`config.mk`:
```
export PLATFORM = sky130hd
export DESIGN_NAME = traffic_light_ctrl
export DESIGN_NICKNAME = d
export VERILOG_FILES = /design/src/rtl/traffic_pkg.sv /design/src/rtl/phase_timer.sv /design/src/rtl/traffic_light_ctrl.sv
export SDC_FILE = /design/constraint.sdc
export NUM_CORES = 1
export LEC_CHECK = 0
export ABC_AREA = 1
export CORE_AREA = 2 2 39 41
export CTS_BUF_LIST = sky130_fd_sc_hd__clkbuf_8
export DETAILED_ROUTE_END_ITERATION = 7
export DIE_AREA = 0 0 41 43
export SLEW_MARGIN = 40
export SYNTH_ARGS = -nofsm -noshare
export SYNTH_HDL_FRONTEND = slang
export SYNTH_SLANG_ARGS = --single-unit
```
`constraint.sdc`:
```
create_clock -name clk -period 1.45 [get_ports clk]
set_input_delay 0.145 -clock clk [delete_from_list [all_inputs] [get_ports clk]]
set_output_delay 0.145 -clock clk [all_outputs]
set_load 0.1 [all_outputs]
```
`src/rtl/traffic_pkg.sv`:
```
// Shared state encoding, phase width and default phase durations (in ticks)
// for the two-way traffic-light controller.
package traffic_pkg;

  localparam int PHASE_W = 3;

  typedef enum logic [PHASE_W-1:0] {
    S_NS_G = 3'd0,
    S_NS_Y = 3'd1,
    S_EW_G = 3'd2,
    S_EW_Y = 3'd3,
    S_WALK = 3'd4
  } state_e;

  localparam int DEF_NS_GREEN_TICKS  = 5;
  localparam int DEF_NS_YELLOW_TICKS = 2;
  localparam int DEF_EW_GREEN_TICKS  = 5;
  localparam int DEF_EW_YELLOW_TICKS = 2;
  localparam int DEF_WALK_TICKS      = 3;

  function automatic int max_int(input int a, input int b);
    return (a > b) ? a : b;
  endfunction

  // Counter only has to reach max_dur-1; never narrower than one bit.
  function automatic int cnt_width(input int max_dur);
    return (max_dur <= 2) ? 1 : $clog2(max_dur);
  endfunction

endpackage

```
`src/rtl/phase_timer.sv`:
```
// Per-phase tick counter: counts tick pulses and raises done on the tick
// that completes the current phase duration, then restarts from zero.
module phase_timer #(
  parameter int CNT_W = 3
) (
  input  logic           clk,
  input  logic           rst,
  input  logic           tick,
  input  logic           load,
  input  logic [CNT_W:0] dur,
  output logic           done
);

  logic [CNT_W-1:0] cnt_q, cnt_d;

  assign done = tick && ({1'b0, cnt_q} == (dur - (CNT_W + 1)'(1)));

  always_comb begin
    cnt_d = cnt_q;
    if (load || done) begin
      cnt_d = '0;
    end else if (tick) begin
      cnt_d = cnt_q + CNT_W'(1);
    end
  end

  // NOTE: sequential state uses non-blocking assignments so every register
  // samples pre-edge values regardless of process ordering.
  always_ff @(posedge clk or posedge rst) begin
    if (rst) begin
      cnt_q <= '0;
    end else begin
      cnt_q <= cnt_d;
    end
  end

endmodule

```
`src/rtl/traffic_light_ctrl.sv`:
```
// Two-way Moore traffic-light FSM advancing on tick pulses, with sticky
// tick-width error flag. Define PED_WALK_EN to add the pedestrian all-red phase.
module traffic_light_ctrl
  import traffic_pkg::*;
#(
  parameter int NS_GREEN_TICKS  = DEF_NS_GREEN_TICKS,
  parameter int NS_YELLOW_TICKS = DEF_NS_YELLOW_TICKS,
  parameter int EW_GREEN_TICKS  = DEF_EW_GREEN_TICKS,
  parameter int EW_YELLOW_TICKS = DEF_EW_YELLOW_TICKS,
  parameter int WALK_TICKS      = DEF_WALK_TICKS
) (
  input  logic               clk,
  input  logic               rst,
  input  logic               tick,
`ifdef PED_WALK_EN
  input  logic               ped_req,
  output logic               walk,
`endif
  output logic               ns_g,
  output logic               ns_y,
  output logic               ns_r,
  output logic               ew_g,
  output logic               ew_y,
  output logic               ew_r,
  output logic [PHASE_W-1:0] phase,
  output logic               tick_err
);

  localparam int MAX_DUR = max_int(max_int(max_int(NS_GREEN_TICKS, NS_YELLOW_TICKS),
                                           max_int(EW_GREEN_TICKS, EW_YELLOW_TICKS)),
                                   WALK_TICKS);
  localparam int CNT_W = cnt_width(MAX_DUR);
  localparam int DUR_W = CNT_W + 1;

  state_e           state_q, state_d;
  logic [DUR_W-1:0] dur;
  logic             load, done;
  logic             tick_q, tick_err_q;

  phase_timer #(.CNT_W(CNT_W)) u_timer (
    .clk  (clk),
    .rst  (rst),
    .tick (tick),
    .load (load),
    .dur  (dur),
    .done (done)
  );

  // NOTE: every signal written in always_comb gets a default first, so no
  // path through the case can leave it unassigned and infer a latch.
  always_comb begin
    dur = DUR_W'(1);
    case (state_q)
      S_NS_G:  dur = DUR_W'(NS_GREEN_TICKS);
      S_NS_Y:  dur = DUR_W'(NS_YELLOW_TICKS);
      S_EW_G:  dur = DUR_W'(EW_GREEN_TICKS);
      S_EW_Y:  dur = DUR_W'(EW_YELLOW_TICKS);
`ifdef PED_WALK_EN
      S_WALK:  dur = DUR_W'(WALK_TICKS);
`endif
      default: dur = DUR_W'(1);
    endcase
  end

`ifdef PED_WALK_EN
  logic pend_q, pend_d;
`endif

  always_comb begin
    state_d = state_q;
    load    = 1'b0;
    case (state_q)
      S_NS_G: if (done) state_d = S_NS_Y;
      S_NS_Y: if (done) state_d = S_EW_G;
      S_EW_G: if (done) state_d = S_EW_Y;
      S_EW_Y: begin
        if (done) begin
`ifdef PED_WALK_EN
          // A request landing on the terminal edge itself still wins the walk.
          state_d = (pend_q || ped_req) ? S_WALK : S_NS_G;
`else
          state_d = S_NS_G;
`endif
        end
      end
`ifdef PED_WALK_EN
      S_WALK: if (done) state_d = S_NS_G;
`endif
      default: begin
        state_d = S_NS_G;
        load    = 1'b1;
      end
    endcase
  end

`ifdef PED_WALK_EN
  always_comb begin
    pend_d = pend_q;
    if (state_d == S_WALK && state_q != S_WALK) begin
      pend_d = 1'b0;
    end else if (ped_req && state_q != S_WALK) begin
      pend_d = 1'b1;
    end
  end

  always_ff @(posedge clk or posedge rst) begin
    if (rst) begin
      pend_q <= 1'b0;
    end else begin
      pend_q <= pend_d;
    end
  end
`endif

  always_ff @(posedge clk or posedge rst) begin
    if (rst) begin
      state_q    <= S_NS_G;
      tick_q     <= 1'b0;
      tick_err_q <= 1'b0;
    end else begin
      state_q    <= state_d;
      tick_q     <= tick;
      tick_err_q <= tick_err_q | (tick & tick_q);
    end
  end

  always_comb begin
    {ns_g, ns_y, ns_r, ew_g, ew_y, ew_r} = 6'b000000;
`ifdef PED_WALK_EN
    walk = 1'b0;
`endif
    case (state_q)
      S_NS_G: begin ns_g = 1'b1; ew_r = 1'b1; end
      S_NS_Y: begin ns_y = 1'b1; ew_r = 1'b1; end
      S_EW_G: begin ew_g = 1'b1; ns_r = 1'b1; end
      S_EW_Y: begin ew_y = 1'b1; ns_r = 1'b1; end
`ifdef PED_WALK_EN
      S_WALK: begin ns_r = 1'b1; ew_r = 1'b1; walk = 1'b1; end
`endif
      default: begin ns_r = 1'b1; ew_r = 1'b1; end
    endcase
  end

  assign phase    = state_q;
  assign tick_err = tick_err_q;

endmodule

```
==> flow_summary_export.csv, run 1 <==
group,metric,value,unit
setup_path,worst-setup-path-type,"register to output pin",
outcome,status,"complete, but fails checks",
logic_synthesis,yosys-top-cells-count,"sky130_fd_sc_hd__nand2_1 (13), sky130_fd_sc_hd__inv_1 (10), sky130_fd_sc_hd__dfrtp_1 (7)",
clocking,worst_skew_pair.late_latency,0.23,ns
logic_synthesis,yosys-top-cells-area,"sky130_fd_sc_hd__dfrtp_1 (37%), sky130_fd_sc_hd__ha_1 (16%), sky130_fd_sc_hd__nand2_1 (10%)",
global_route,grt-ovfl-total,0,
setup_path,timing.critical_path.arrival,1.37,ns
logic_synthesis,syn-instance-count,59,
routing,wire_per_inst,10.6,um
global_route,first_global_vias,400,
timing,count_of_final_max_slew_check_failures,0,
timing,final-hold-violation-count,0,
setup_path,cp-start-kind,"register",
timing,setup_slack,-0.0614,ns
logic_synthesis,ys_types,15,
routing,dr_total_vias,437,
clocking,cts_tree,"built",
placed_design,buffer_ports.inserted,11,
timing,fin_crit_sh,1.04,
cells_and_area,area.growth.synth_to_final,96.3,%
placed_design,dpl_worst_slack,-0.0178,ns
logic_synthesis,syn_avg_cell_area,8.06,um^2
logic_synthesis,ys_seq_area_frac,0.368,
routing,route.detailed.drc,0,
setup_path,cp_startpoint,"phase[1]",
routing,drt.antenna.violating_nets,0,
timing,rsz0062_at_grt,"yes",
routing,wl,1070,um
setup_path,crit_path_max_fanout,4,
clocking,clk_path_buf_depth,2,
timing,holdWs,0.145,ns
placed_design,post-dp-hpwl,766,um
global_route,grt_max_degree,8,
timing,post-route-min-period,1.51,ns
floorplanning,dieHeight,43,um
logic_synthesis,synth_nets,68,
logic_synthesis,synth.yosys.warnings,0,
setup_path,setup.reg_to_reg.worst_slack,-0.04,ns
global_route,antenna_found_initial,0,
timing,fin_skew,0.00278,ns
setup_path,nature_of_the_critical_path_endpoint,"output pin",
clocking,worst_path_clk_slew,0.04,ns
global_route,global_route_usage_over_all_layers,0.152,
floorplanning,initial_core_utilization,0.344,
cells_and_area,fraction_of_the_core_area_covered_by_cells_at_the_end_of_the_flow,0.675,
job,cap_viol_max_count,0,
clocking,cts_sinks,7,
cells_and_area,drive_above_1_share,0.541,
setup_path,worst-r2r-cell-count,10,
floorplanning,die_w,41,um
logic_synthesis,synth.top_cell.area_share,0.368,
floorplanning,core_region_area,0.00138,mm^2
logic_synthesis,synth.most_common_cell,"sky130_fd_sc_hd__nand2_1",
cells_and_area,layout.nets,95,
hold_path,min_path_type,"input pin to async pin",
clocking,clockRootBuffer,"sky130_fd_sc_hd__clkbuf_8",
setup_path,critical_path.reg2reg.startpoint,"phase[1]",
placed_design,routabilityCongestion,0.671,
floorplanning,area_of_the_die,0.00176,mm^2
cells_and_area,antenna_cells_inserted,0,
clocking,htree_num_levels,1,
setup_path,endpoint_of_the_most_critical_setup_path,"ew_r",
logic_synthesis,synth_edf_count,0,
floorplanning,pin_count,13,
logic_synthesis,synth_async_sr_flop_share,1.00,
timing,fmaxAchievable,0.662,GHz
routing,drt-pass1-iter-count,3,
logic_synthesis,yosys_most_used_dff,"sky130_fd_sc_hd__dfrtp_1",
global_route,grt_first_pass_wirelength,1740,um
outcome,failed_checks,"negative setup slack",
clocking,number_of_buffers_created_by_cts,3,
floorplanning,core.rowCount,14,
timing,final-setup-viol-count,6,
setup_path,rr_endpoint,"phase[1]",
logic_synthesis,synth_area_leader_cell,"sky130_fd_sc_hd__dfrtp_1",
routing,drt_iter0_markers,2,
logic_synthesis,synth_area,475,um^2
setup_path,crit_required,1.31,ns
routing,viasPerCell,4.33,
logic_synthesis,synth_seq_cells,7,
through the flow:
stage | TNS, ns | area [um^2] | instances
finish | -0.208 | 933 | 101
global route | -0.617 | 933 | 101
CTS | -0.289 | 913 | 101
detailed placement | -0.0178 | 826 | 93
global placement | 0 | 826 | 93
floorplan | -3.08 | 553 | 59
placed cells by master (no fill, tap or decap), drive strengths merged:
| cell type | n |
|---|---|
| nor2 | 11 |
| a21o | 1 |
| clkinv | 1 |
| nand3 | 3 |
| buf | 21 |
| ha | 6 |
| a21oi | 1 |
| conb | 1 |
| xnor2 | 1 |
| dfrtp | 7 |
| nand2 | 16 |
| xor2 | 1 |
| clkdlybuf4s50 | 2 |
| inv | 10 |
| clkbuf | 3 |
worst max-delay path, stage by stage, from the launching register on:
cell and delay (ns):
sky130_fd_sc_hd__dfrtp_4 0.51, sky130_fd_sc_hd__buf_6 0.14, sky130_fd_sc_hd__ha_4 0.16, sky130_fd_sc_hd__nor2_4 0.14, sky130_fd_sc_hd__buf_12 0.18
sequential cells by signal (all words and copies together), names as in the netlist:
signal / cells
u_timer.cnt_q: 3
phase: 2
tick_err: 1
tick_q: 1
per-layer routing:
layer / up-vias / global-route usage / wire length [um]
li1: 222 / - / -
met1: 201 / 0.201 / 425
met2: 11 / 0.209 / 571
met3: 3 / 0.0524 / 45
met4: 0 / 0.0800 / 23
met5: - / 0 / 0
layout make-up:
cell class	count	area, um^2
Clock buffer	3	41.3
Clock inverter	1	5.00
Fill cell	109	450
Inverter	10	42.5
Multi-Input combinational cell	41	333
Sequential cell	7	183
Tap cell	16	20.0
Timing Repair Buffer	23	309
how the worst min path moves through the flow:
stage          depth (start not counted)  from        to
2_1_floorplan                          1   rst  tick_err
5_1_grt                                2   rst  phase[1]
3_5_place_dp                           2   rst  phase[1]
6_report                               2   rst  phase[0]
3_3_place_gp                           2   rst  phase[0]
4_1_cts                                2   rst  phase[1]
logic make-up after synthesis:
kind of cell | after synthesis | synth area share
buffers and inverters | 11 | 0.0948
AO/OA/AOI/OAI | 2 | 0.0263
AND/OR/NAND/NOR | 30 | 0.308
flip-flops | 7 | 0.368
other | 1 | 0.00789
XOR/XNOR | 2 | 0.0368
adder cells (fa/ha/maj) | 6 | 0.158
repair_timing:
action,in CTS,in global routing
hold buffers,0,0
resized for setup,3,6
endpoints found under the setup margin,5,9
pin swaps,6,6
setup buffers,4,0
Power of run 1 is not shown: default switching activity piles up to over one toggle a cycle in this logic, so the estimate is an artifact.
==> run 2: changes to the inputs <==
==> constraint.sdc (replaced) <==
create_clock -name clk -period 1.45 [get_ports clk]
set_input_delay 0.2175 -clock clk [delete_from_list [all_inputs] [get_ports clk]]
set_output_delay 0.2175 -clock clk [all_outputs]
set_load 0.1 [all_outputs]
==> flow_summary_export.csv, run 2 (synthesized netlist as in run 1, its figures left out) <==
group,metric,value,unit
clocking,worst_skew_pair.late_latency,0.22,ns
timing,final-setup-viol-count,7,
routing,dr_total_vias,415,
cells_and_area,largest_register_ffs,3,
routing,wl,1070,um
timing,post-route-min-period,1.57,ns
routing,drt.antenna.violating_nets,0,
setup_path,cp_startpoint,"phase[0]",
clocking,cts_tree,"built",
floorplanning,pin_count,13,
setup_path,nature_of_the_critical_path_endpoint,"output pin",
placed_design,routabilityCongestion,0.753,
cells_and_area,layout.nets,96,
setup_path,crit_path_cell_trace,"ha_4, buf_6, nor2_4, buf_12",
placed_design,buffer_ports.inserted,11,
routing,drt-pass1-iter-count,4,
global_route,grt_first_pass_wirelength,1790,um
timing,fmaxAchievable,0.636,GHz
floorplanning,die_w,41,um
setup_path,critical_path.slowest_cell,"sky130_fd_sc_hd__dfrtp_4",
cells_and_area,antenna_cells_inserted,0,
clocking,clockRootBuffer,"sky130_fd_sc_hd__clkbuf_8",
clocking,htree_num_levels,1,
setup_path,timing.critical_path.arrival,1.35,ns
cells_and_area,area.growth.synth_to_final,97.6,%
cells_and_area,mostFrequentLayoutCells,"sky130_fd_sc_hd__nand2_1 (11), sky130_fd_sc_hd__inv_1 (9), sky130_fd_sc_hd__buf_12 (9)",
routing,wire_per_inst,10.5,um
outcome,status,"complete, but fails checks",
floorplanning,area_of_the_die,0.00176,mm^2
placed_design,place_area,833,um^2
routing,route.detailed.drc,0,
global_route,grt_max_degree,8,
setup_path,worst-setup-path-type,"register to output pin",
clocking,cts_sinks,7,
global_route,first_global_vias,403,
clocking,number_of_buffers_created_by_cts,3,
routing,viasPerCell,4.07,
placed_design,post-dp-hpwl,835,um
floorplanning,initial_core_utilization,0.344,
clocking,clk_path_buf_depth,2,
setup_path,critical_path.reg2reg.startpoint,"phase[0]",
setup_path,crit_required,1.23,ns
global_route,global_route_usage_over_all_layers,0.157,
placed_design,dpl_worst_slack,0.00295,ns
floorplanning,core.rowCount,14,
timing,setup_slack,-0.122,ns
timing,rsz0062_at_grt,"yes",
hold_path,min_path_type,"input pin to async pin",
clocking,worst_path_clk_slew,0.04,ns
outcome,failed_checks,"negative setup slack",
cells_and_area,mostFrequentLayoutCell,"sky130_fd_sc_hd__nand2_1",
job,cap_viol_max_count,0,
timing,fin_skew,0.000426,ns
timing,final-hold-violation-count,0,
timing,fin_crit_sh,1.08,
timing,count_of_final_max_slew_check_failures,0,
cells_and_area,finalInstanceArea,940,um^2
global_route,antenna_found_initial,0,
global_route,grt-ovfl-total,0,
cells_and_area,drive_above_1_share,0.535,
setup_path,slowest_delay,0.52,ns
routing,drt_iter0_markers,3,
cells_and_area,largest-register,"u_timer.cnt_q",
setup_path,crit_path_max_fanout,4,
setup_path,cp-start-kind,"register",
floorplanning,dieHeight,43,um
floorplanning,core_region_area,0.00138,mm^2
## run 2: cell types whose count changed in the layout (fill, tap and decap cells not counted), sizes merged
cell,before,now
buf,21,22
inv,10,11
clkinv,1,0
## run 2: repair_timing
item / 4_1_cts / 5_1_grt
resized for setup: 2 / 7
hold buffers: 0 / 0
pin swaps: 5 / 9
setup endpoints to repair: 7 / 10
setup buffers: 3 / 1
## run 2: final cells by class
class	instances	area, um^2
flip-flops and latches	7	183
clock buffers	3	41.3
well taps	16	20.0
clock inverters	1	3.75
inverters	10	42.5
fillers	108	444
repair buffers	24	317
multi-input cells	41	333
## run 2: final timing paths
check,to,slack [ns],depth (start not counted)
max in group asynchronous,phase[0],1.00,2
setup / recovery,ns_r,-0.12,4
hold reg to reg,tick_err,0.46,1
hold / removal,tick_q,0.22,2
setup reg to reg,phase[1],-0.06,11
min in group clk,tick_err,0.46,1
## run 2: routing by layer
layer / up-vias / global-route usage / wire length [um]
li1: 225 / - / -
met1: 178 / 0.174 / 407
met2: 10 / 0.263 / 612
met3: 2 / 0.0314 / 41
met4: 0 / 0.0800 / 8
met5: - / 0 / 0
## run 2: per-stage QoR
stage / instances / hold WS, ns / TNS (ns) / util
CTS: 101 / 0.226 / -0.607 / 0.656
finish: 102 / 0.220 / -0.408 / 0.679
detailed placement: 94 / 0.452 / 0 / 0.602
global route: 102 / 0.289 / -0.951 / 0.679
floorplan: 59 / 0.0209 / -3.22 / -
global placement: 94 / 0.450 / 0 / 0.602
## run 2: worst max-delay path: cells and delay by family (launching register included)
| kind | cells | cell delay (ns) |
|---|---|---|
| buf+inv | 2 | 0.29 |
| flops | 1 | 0.52 |
| simple gates | 1 | 0.13 |
| fa+ha+maj | 1 | 0.19 |
Power of run 2 is left out for the same reason.
